File: src/rtl/mips_ctrl_pkg.sv
// Shared encodings for the multicycle MIPS control path: FSM states, opcodes,
// mux selects and the control word. Also intended for use by the datapath and ALU control.
package mips_ctrl_pkg;

  typedef enum logic [3:0] {
    S_FETCH   = 4'd0,
    S_DECODE  = 4'd1,
    S_MEMADR  = 4'd2,
    S_MEMRD   = 4'd3,
    S_MEMWB   = 4'd4,
    S_MEMWR   = 4'd5,
    S_EXECUTE = 4'd6,
    S_ALUWB   = 4'd7,
    S_BRANCH  = 4'd8,
    S_ADDIEX  = 4'd9,
    S_ADDIWB  = 4'd10,
    S_JUMP    = 4'd11
  } state_t;

  typedef enum logic [1:0] {
    ALUB_B          = 2'd0,
    ALUB_FOUR       = 2'd1,
    ALUB_SIGNIMM    = 2'd2,
    ALUB_SIGNIMM_SH = 2'd3
  } alusrcb_t;

  typedef enum logic [1:0] {
    ALUOP_ADD   = 2'd0,
    ALUOP_SUB   = 2'd1,
    ALUOP_FUNCT = 2'd2
  } aluop_t;

  typedef enum logic [1:0] {
    PCSRC_ALURESULT = 2'd0,
    PCSRC_ALUOUT    = 2'd1,
    PCSRC_JUMP      = 2'd2
  } pcsrc_t;

  localparam logic [5:0] OP_RTYPE = 6'b000000;
  localparam logic [5:0] OP_LW    = 6'b100011;
  localparam logic [5:0] OP_SW    = 6'b101011;
  localparam logic [5:0] OP_BEQ   = 6'b000100;
  localparam logic [5:0] OP_ADDI  = 6'b001000;
  localparam logic [5:0] OP_J     = 6'b000010;

  // pcwrite and branch are internal terms that combine into PCEn
  typedef struct packed {
    logic     pcwrite;
    logic     branch;
    logic     iord;
    logic     memread;
    logic     memwrite;
    logic     irwrite;
    logic     memtoreg;
    logic     regdst;
    logic     regwrite;
    logic     alusrca;
    alusrcb_t alusrcb;
    aluop_t   aluop;
    pcsrc_t   pcsrc;
  } ctrl_word_t;

endpackage

File: src/rtl/mc_output_decode.sv
// Moore output decoder: maps the current FSM state to the control word.
// Only FETCH looks at memready, to qualify the instruction and PC writes.
module mc_output_decode
  import mips_ctrl_pkg::*;
(
  input  state_t     state,
  input  logic       memready,
  output ctrl_word_t cw
);

  // control word per state; anything not set stays 0
  always_comb begin
    cw = '0;
    case (state)
      S_FETCH: begin
        cw.memread = 1'b1;
        cw.alusrcb = ALUB_FOUR;
        cw.irwrite = memready;
        cw.pcwrite = memready;
      end
      S_DECODE: begin
        cw.alusrcb = ALUB_SIGNIMM_SH;
      end
      S_MEMADR: begin
        cw.alusrca = 1'b1;
        cw.alusrcb = ALUB_SIGNIMM;
      end
      S_MEMRD: begin
        cw.memread = 1'b1;
        cw.iord    = 1'b1;
      end
      S_MEMWB: begin
        cw.regwrite = 1'b1;
        cw.memtoreg = 1'b1;
      end
      S_MEMWR: begin
        cw.memwrite = 1'b1;
        cw.iord     = 1'b1;
      end
      S_EXECUTE: begin
        cw.alusrca = 1'b1;
        cw.alusrcb = ALUB_B;
        cw.aluop   = ALUOP_FUNCT;
      end
      S_ALUWB: begin
        cw.regwrite = 1'b1;
        cw.regdst   = 1'b1;
      end
      S_BRANCH: begin
        cw.alusrca = 1'b1;
        cw.alusrcb = ALUB_B;
        cw.aluop   = ALUOP_SUB;
        cw.pcsrc   = PCSRC_ALUOUT;
        cw.branch  = 1'b1;
      end
      S_ADDIEX: begin
        cw.alusrca = 1'b1;
        cw.alusrcb = ALUB_SIGNIMM;
      end
      S_ADDIWB: begin
        cw.regwrite = 1'b1;
      end
      S_JUMP: begin
        cw.pcsrc   = PCSRC_JUMP;
        cw.pcwrite = 1'b1;
      end
      default: begin
        cw = '0;
      end
    endcase
  end

endmodule

File: src/rtl/multicycle_controller.sv
// Multicycle MIPS main controller: state register, next-state logic and
// reset gating of the Moore control word produced by mc_output_decode.
module multicycle_controller
  import mips_ctrl_pkg::*;
(
  input  logic       Clk,
  input  logic       Rst_n,
  input  logic [5:0] Opcode,
  input  logic       Zero,
  input  logic       MemReady,
  output logic       PCEn,
  output logic       IorD,
  output logic       MemRead,
  output logic       MemWrite,
  output logic       IRWrite,
  output logic       MemtoReg,
  output logic       RegDst,
  output logic       RegWrite,
  output logic       ALUSrcA,
  output logic [1:0] ALUSrcB,
  output logic [1:0] ALUOp,
  output logic [1:0] PCSrc,
  output logic [3:0] State
);

  state_t     state_r;
  state_t     next_state_s;
  ctrl_word_t cw_s;
  ctrl_word_t gated_cw_s;

  mc_output_decode u_output_decode (
    .state    (state_r),
    .memready (MemReady),
    .cw       (cw_s)
  );

  // state register, the only storage in the block
  always_ff @(posedge Clk or negedge Rst_n) begin
    if (!Rst_n) begin
      state_r <= S_FETCH;
    end else begin
      state_r <= next_state_s;
    end
  end

  // next-state logic; Opcode is only looked at in DECODE and MEMADR
  always_comb begin
    next_state_s = state_r;
    case (state_r)
      S_FETCH: begin
        if (MemReady) next_state_s = S_DECODE;
        else          next_state_s = S_FETCH;
      end
      S_DECODE: begin
        case (Opcode)
          OP_LW, OP_SW: next_state_s = S_MEMADR;
          OP_RTYPE:     next_state_s = S_EXECUTE;
          OP_BEQ:       next_state_s = S_BRANCH;
          OP_ADDI:      next_state_s = S_ADDIEX;
          OP_J:         next_state_s = S_JUMP;
          default:      next_state_s = S_FETCH;
        endcase
      end
      S_MEMADR: begin
        if (Opcode == OP_LW)      next_state_s = S_MEMRD;
        else if (Opcode == OP_SW) next_state_s = S_MEMWR;
        else                      next_state_s = S_FETCH;
      end
      S_MEMRD: begin
        if (MemReady) next_state_s = S_MEMWB;
        else          next_state_s = S_MEMRD;
      end
      S_MEMWR: begin
        if (MemReady) next_state_s = S_FETCH;
        else          next_state_s = S_MEMWR;
      end
      S_EXECUTE: next_state_s = S_ALUWB;
      S_ADDIEX:  next_state_s = S_ADDIWB;
      S_MEMWB, S_ALUWB, S_BRANCH, S_ADDIWB, S_JUMP: next_state_s = S_FETCH;
      default:   next_state_s = S_FETCH;
    endcase
  end

  // outputs are forced low while reset is held, so FETCH's MemRead does not leak out
  always_comb begin
    if (Rst_n) gated_cw_s = cw_s;
    else       gated_cw_s = '0;
  end

  assign PCEn     = gated_cw_s.pcwrite | (gated_cw_s.branch & Zero);
  assign IorD     = gated_cw_s.iord;
  assign MemRead  = gated_cw_s.memread;
  assign MemWrite = gated_cw_s.memwrite;
  assign IRWrite  = gated_cw_s.irwrite;
  assign MemtoReg = gated_cw_s.memtoreg;
  assign RegDst   = gated_cw_s.regdst;
  assign RegWrite = gated_cw_s.regwrite;
  assign ALUSrcA  = gated_cw_s.alusrca;
  assign ALUSrcB  = gated_cw_s.alusrcb;
  assign ALUOp    = gated_cw_s.aluop;
  assign PCSrc    = gated_cw_s.pcsrc;
  assign State    = state_r;

endmodule
File: config.mk
export PLATFORM = sky130hd
export DESIGN_NAME = multicycle_controller
export DESIGN_NICKNAME = d
export VERILOG_FILES = /design/src/rtl/mips_ctrl_pkg.sv /design/src/rtl/mc_output_decode.sv /design/src/rtl/multicycle_controller.sv
export SDC_FILE = /design/constraint.sdc
export NUM_CORES = 1
export LEC_CHECK = 0
export BUFFER_PORTS_ARGS = -buffer_cell sky130_fd_sc_hd__buf_2
export CAP_MARGIN = 25
export CORE_AREA = 5 5 42 44
export CTS_BUF_LIST = sky130_fd_sc_hd__clkbuf_8
export CTS_CLUSTER_DIAMETER = 150
export CTS_CLUSTER_SIZE = 10
export DETAILED_ROUTE_END_ITERATION = 8
export DIE_AREA = 0 0 47 49
export GPL_ROUTABILITY_DRIVEN = 0
export PLACE_DENSITY = 0.9
export SKIP_CTS_REPAIR_TIMING = 1
export SYNTH_ARGS = -nofsm -noshare
export SYNTH_HDL_FRONTEND = slang
export SYNTH_SLANG_ARGS = --single-unit
File: constraint.sdc
create_clock -name Clk -period 3.21 [get_ports Clk]
set_input_delay 0.642 -clock Clk [delete_from_list [all_inputs] [get_ports Clk]]
set_output_delay 0.642 -clock Clk [all_outputs]
set_load 0.02 [all_outputs]
After elaboration in Yosys (flattened, before gate mapping). Index checks and enable logic that the tools add are counted. Widths: inputs -> output; s select.

Eq/ne operators: 16. Muxes and demuxes: 21. Bitwise logic cells: 2. Reduce and logical (&&, ||, !) cells: 8.

Operators by type and width (count): $pmux 4 s7 (1); $pmux 4 s5 (1); $eq 4x3->1 const B (4); $eq 4x4->1 const B (4); $mux 16 (1); $eq 6x6->1 const B (2); $mux 3 (4); $mux 1 (10); $eq 4x2->1 const B (2); $pmux 2 s2 (2); $reduce_or 2->1 (4); $eq 6x2->1 const B (1); $eq 6x3->1 const B (1); $eq 6x4->1 const B (1); $logic_not 6->1 (1); $pmux 2 s3 (1); $eq 4x1->1 const B (1); $logic_not 4->1 (1); $reduce_or 4->1 (1); $reduce_or 3->1 (1); $pmux 1 s2 (1); $and 1x1->1 (1); $or 1x1->1 (1).

Register bits: 4. Bits of input ports: 10. Output and inout bits: 19. Logic and storage cells: 48.

Logic depth before layout (Yosys ltp).
Word-level depth: 6. Gate-level depth with buffers: 5. Gate-level depth less buffers: 3.

Hierarchy. Synthesis repeated with hierarchy kept, for this count alone.

Cells, all modules: 94. Area total of the unflattened synthesis: 701.9 um2.

Modules (own cells, without submodules): multicycle_controller (instances 1, cells an instance 61, area each 503.0 um2, seq. area each 100.1 um2); mc_output_decode (instances 1, cells an instance 33, area each 198.9 um2, seq. area each 0.0 um2).

Least setup slack after synthesis. OpenSTA, ideal clock, no wires.

Kind: register to output. Start: register state_r[0], in the netlist State[0]. End: output port MemRead. Data arrival time: 1.518 ns. Data required time: 2.568 ns. Slack: 1.050 ns. Cell stages (with the launch flop): 4. Buffers on the path: 1. Cell sequence: dfrtp_1 > buf_2 > nor2b_1 > nor4_1.

Longest elaborated chain between the ends: 4. Elaborated cells on any way between the ends: 5. Classes of those cells: eq/ne: 1; mux: 2; reduce/logical: 2.

Ends and longest elaborated chain: start, declared (line multicycle_controller.sv:26) `state_t state_r;`; start signal, assigned (line multicycle_controller.sv:42) `state_r <= next_state_s;`; $eq 4x2->1 or $logic_not 4->1 (tied branches) (line mc_output_decode.sv:14) `case (state)`; $reduce_or 2->1 (no source line) (*); $mux 1 (*) (line mc_output_decode.sv:14); $mux 16 (*) (line multicycle_controller.sv:86) `if (Rst_n) gated_cw_s = cw_s;`; end, declared (line multicycle_controller.sv:13) `output logic MemRead,`.

Mark *: on every way between the ends. The rest lies on a longest branch, timed or not.

Worst setup path in the final report.
Start: register state_r[1], in the netlist State[1]. End: output port ALUOp[1].

Longest elaborated chain between the ends: 3. Elaborated cells on any way between the ends: 4. Classes of those cells: eq/ne: 2; mux: 2.

Ends and longest elaborated chain: $eq 4x4->1 or $eq 4x3->1 (tied branches) (line mc_output_decode.sv:14); $pmux 2 s2 (*) (line mc_output_decode.sv:14); $mux 16 (*) (line multicycle_controller.sv:86); end, declared (line multicycle_controller.sv:21) `output logic [1:0] ALUOp,`.

Marked as above.

==> results.py <==
metrics = {
    "synthesis": {
        "total_of_flip_flops_plus_latches_after_synthesis": 4,
        "synth-async-reset-ratio_pct": 100,
        "average_cell_area_after_synthesis_um2": 7.81,
        "register_area_share_after_synthesis_pct": 15.4,
        "synth-edff-count": 0,
        "mappedNetlistArea_um2": 648,
        "synth-warning-count": 0,
        "synthDistinctLibCells": 40,
        "nets_in_the_synthesized_netlist": 93,
        "synthCells": 83,
        "dominantRegCellSynth": "sky130_fd_sc_hd__dfrtp_1",
    },
    "cts": {
        "cts-buffers-inserted": 3,
        "cts.clk_slew.worst_paths_ps": 30,
        "cts_num_sinks": 4,
        "clock_path_buffers": 2,
        "clk_root_buffer_cell": "sky130_fd_sc_hd__clkbuf_8",
        "clkLatencyLatePin_ps": 220,
        "cts-htree-levels": 1,
        "cts_tree": "done",
    },
    "finish": {
        "num_antenna_cells": 0,
        "post-route-cell-area_um2": 782,
        "flow.area_growth_from_synthesis_pct": 20.7,
        "fraction_of_final_layout_cells_sized_beyond_drive_strength_1_pct": 34.9,
        "final_net_count": 118,
        "largest_register_ff_count": 4,
    },
    "worst_setup_path": {
        "worstReg2RegStart": "State[1]",
        "critical_path.max_stage_delay_ps": 800,
        "critPathMaxFanout": 25,
        "path_class": "reg2out",
        "endpoint_kind": "output pin",
        "timing.critical_path.from": "State[1]",
        "cp_data_arrival_time_ps": 1760,
        "startpoint_class_of_the_critical_path": "register",
        "cell_with_the_biggest_individual_delay_on_the_critical_path": "sky130_fd_sc_hd__dfrtp_1",
        "worstPathRequired_ps": 2570,
        "worstPathCellList": "nor2b_1 > and3_1 > buf_2",
    },
    "placement": {
        "post_dp_cell_area_um2": 741,
        "portBuffers": 28,
        "place_ws_ps": 1050,
    },
    "route": {
        "drt_first_pass_iters": 4,
        "ant_nets": 0,
        "drt_drc_violations_left": 0,
        "avgViaCountPerCell": 5.80,
        "drtIter0Drc": 17,
        "wire_per_inst_um": 13.2,
        "dr_total_vias": 707,
        "finalWirelength_um": 1610,
    },
    "floorplan": {
        "floorplan.core_area_mm2": 0.00140,
        "std_cell_rows": 14,
        "chipHeight_um": 49,
        "die_width_um": 47,
        "initial_utilization_pct": 46.3,
        "num_io_pins": 29,
        "fp.dieArea_mm2": 0.00230,
    },
    "run_status": {
        "run_status": "finished, final reports clean",
    },
    "sta": {
        "slew_headroom_pct": 51.1,
        "rsz0062_at_grt": "no",
        "final-hold-violation-count": 0,
        "worst_slack_ps": 808,
        "least_margin_pin_slew_ps": 734,
        "maxSlewViolCount": 0,
        "setup_tns_ps": 0,
        "period_share_pct": 74.8,
        "finalClockSkew_ps": 3.67,
        "maxClockFrequency_mhz": 416,
        "layout_min_cycle_time_ps": 2400,
        "setup_viol_count_final": 0,
    },
    "flow_run": {
        "drv.max_cap_violation_count": 0,
    },
    "power": {
        "p_leak_nw": 0.366,
        "worst_ir_drop_vdd_v": 0.000382,
        "power_density_mw_per_mm2": 520,
    },
    "global_routing": {
        "global_route.overflow_total": 0,
        "number_of_antenna_violations_at_the_first_check_in_global_routing": 0,
        "grt_pass1_vias": 592,
        "grt_max_degree": 26,
        "track_usage_pct": 14.7,
        "grt_pass1_wl_um": 2620,
    },
    "hold_path": {
        "hp-class": "in2async",
    },
}
==> where the power goes <==
group | switching [W] | internal [W]
logic | 0.000105 | 0.0000802
registers | 0.0000582 | 0.0000600
clock network | 0.0000243 | 0.0000798
total | 0.000187 | 0.000220
==> Yosys cell counts (2+ instances only) <==
cell	instances	share of area [%]
sky130_fd_sc_hd__nand2_1	4	2.3
sky130_fd_sc_hd__nand2b_1	2	1.9
sky130_fd_sc_hd__nor3_1	5	3.9
sky130_fd_sc_hd__o211ai_1	3	3.5
sky130_fd_sc_hd__buf_6	4	6.9
sky130_fd_sc_hd__xor2_1	2	2.7
sky130_fd_sc_hd__nor3_2	2	3.1
sky130_fd_sc_hd__nor3b_1	5	5.8
sky130_fd_sc_hd__buf_2	3	2.3
sky130_fd_sc_hd__dfrtp_1	4	15
sky130_fd_sc_hd__nand4_1	3	2.9
sky130_fd_sc_hd__a211oi_1	3	3.5
sky130_fd_sc_hd__and3_1	2	1.9
sky130_fd_sc_hd__nor4_1	2	1.9
sky130_fd_sc_hd__nor2b_1	6	5.8
sky130_fd_sc_hd__nor2_1	8	4.6
sky130_fd_sc_hd__a21oi_1	2	1.5
==> cell type report <==
| type | count | area (um^2) |
|---|---|---|
| multi-input cells | 70 | 477 |
| flip-flops and latches | 4 | 100 |
| well taps | 16 | 20.0 |
| inverters | 1 | 3.75 |
| repair buffers | 28 | 140 |
| clock buffers | 3 | 41.3 |
| fillers | 135 | 619 |
==> final timing paths <==
kind / end / slack, ps / cells past startpoint
max in group asynchronous: State[3] / 2760 / 1
hold reg to reg: State[0] / 770 / 1
min in group Clk: State[0] / 770 / 1
setup / recovery: ALUOp[1] / 810 / 3
setup reg to reg: State[2] / 1590 / 3
hold / removal: State[1] / 270 / 1
==> cell families after synthesis <==
| group | count (synthesis) | synth area share, % |
|---|---|---|
| muxes | 1 | 1.74 |
| AOI/OAI and AO/OA | 17 | 18.5 |
| DFF | 4 | 15.4 |
| buffers and inverters | 9 | 11.0 |
| and+or+nand+nor | 49 | 49.2 |
| xor gates and xnor gates | 3 | 4.05 |
==> critical path: cells and delay by family, from the launching register on <==
kind	cells	cell delay (ps)
buffers and inverters	1	150
flip-flops	1	800
AND/OR/NAND/NOR	2	580
==> cells in the final DEF (no fill, tap or decap), drive strengths merged, types with 2 or more instances in the layout <==
cell,instances
dfrtp,4
nor3b,5
a211oi,3
o21ai,2
a21oi,2
nor3,8
nand4,3
nor4,2
nand2b,2
nand2,4
xor2,2
nor2b,6
buf,28
and3,2
clkbuf,3
o211ai,3
nor2,8
==> stage by stage <==
step | total power [W] | util, % | hold slack, ps | cells
6_report | 0.000407 | 55.8 | 271 | 122
2_1_floorplan | 0.000268 | - | 346 | 83
3_3_place_gp | 0.000297 | 52.9 | 495 | 119
5_1_grt | 0.000440 | 55.8 | 283 | 122
3_5_place_dp | 0.000302 | 52.9 | 501 | 119
4_1_cts | 0.000409 | 55.8 | 274 | 122
==> routing by layer <==
metal	share of wire, %	vias up	GRT usage [%]
li1	-	359	-
met1	45	316	21.1
met2	45	32	21.9
met3	9.1	0	3.69
met4	0	0	2.76
met5	0	-	0
Note: power is estimated with default switching activity, not from simulation.
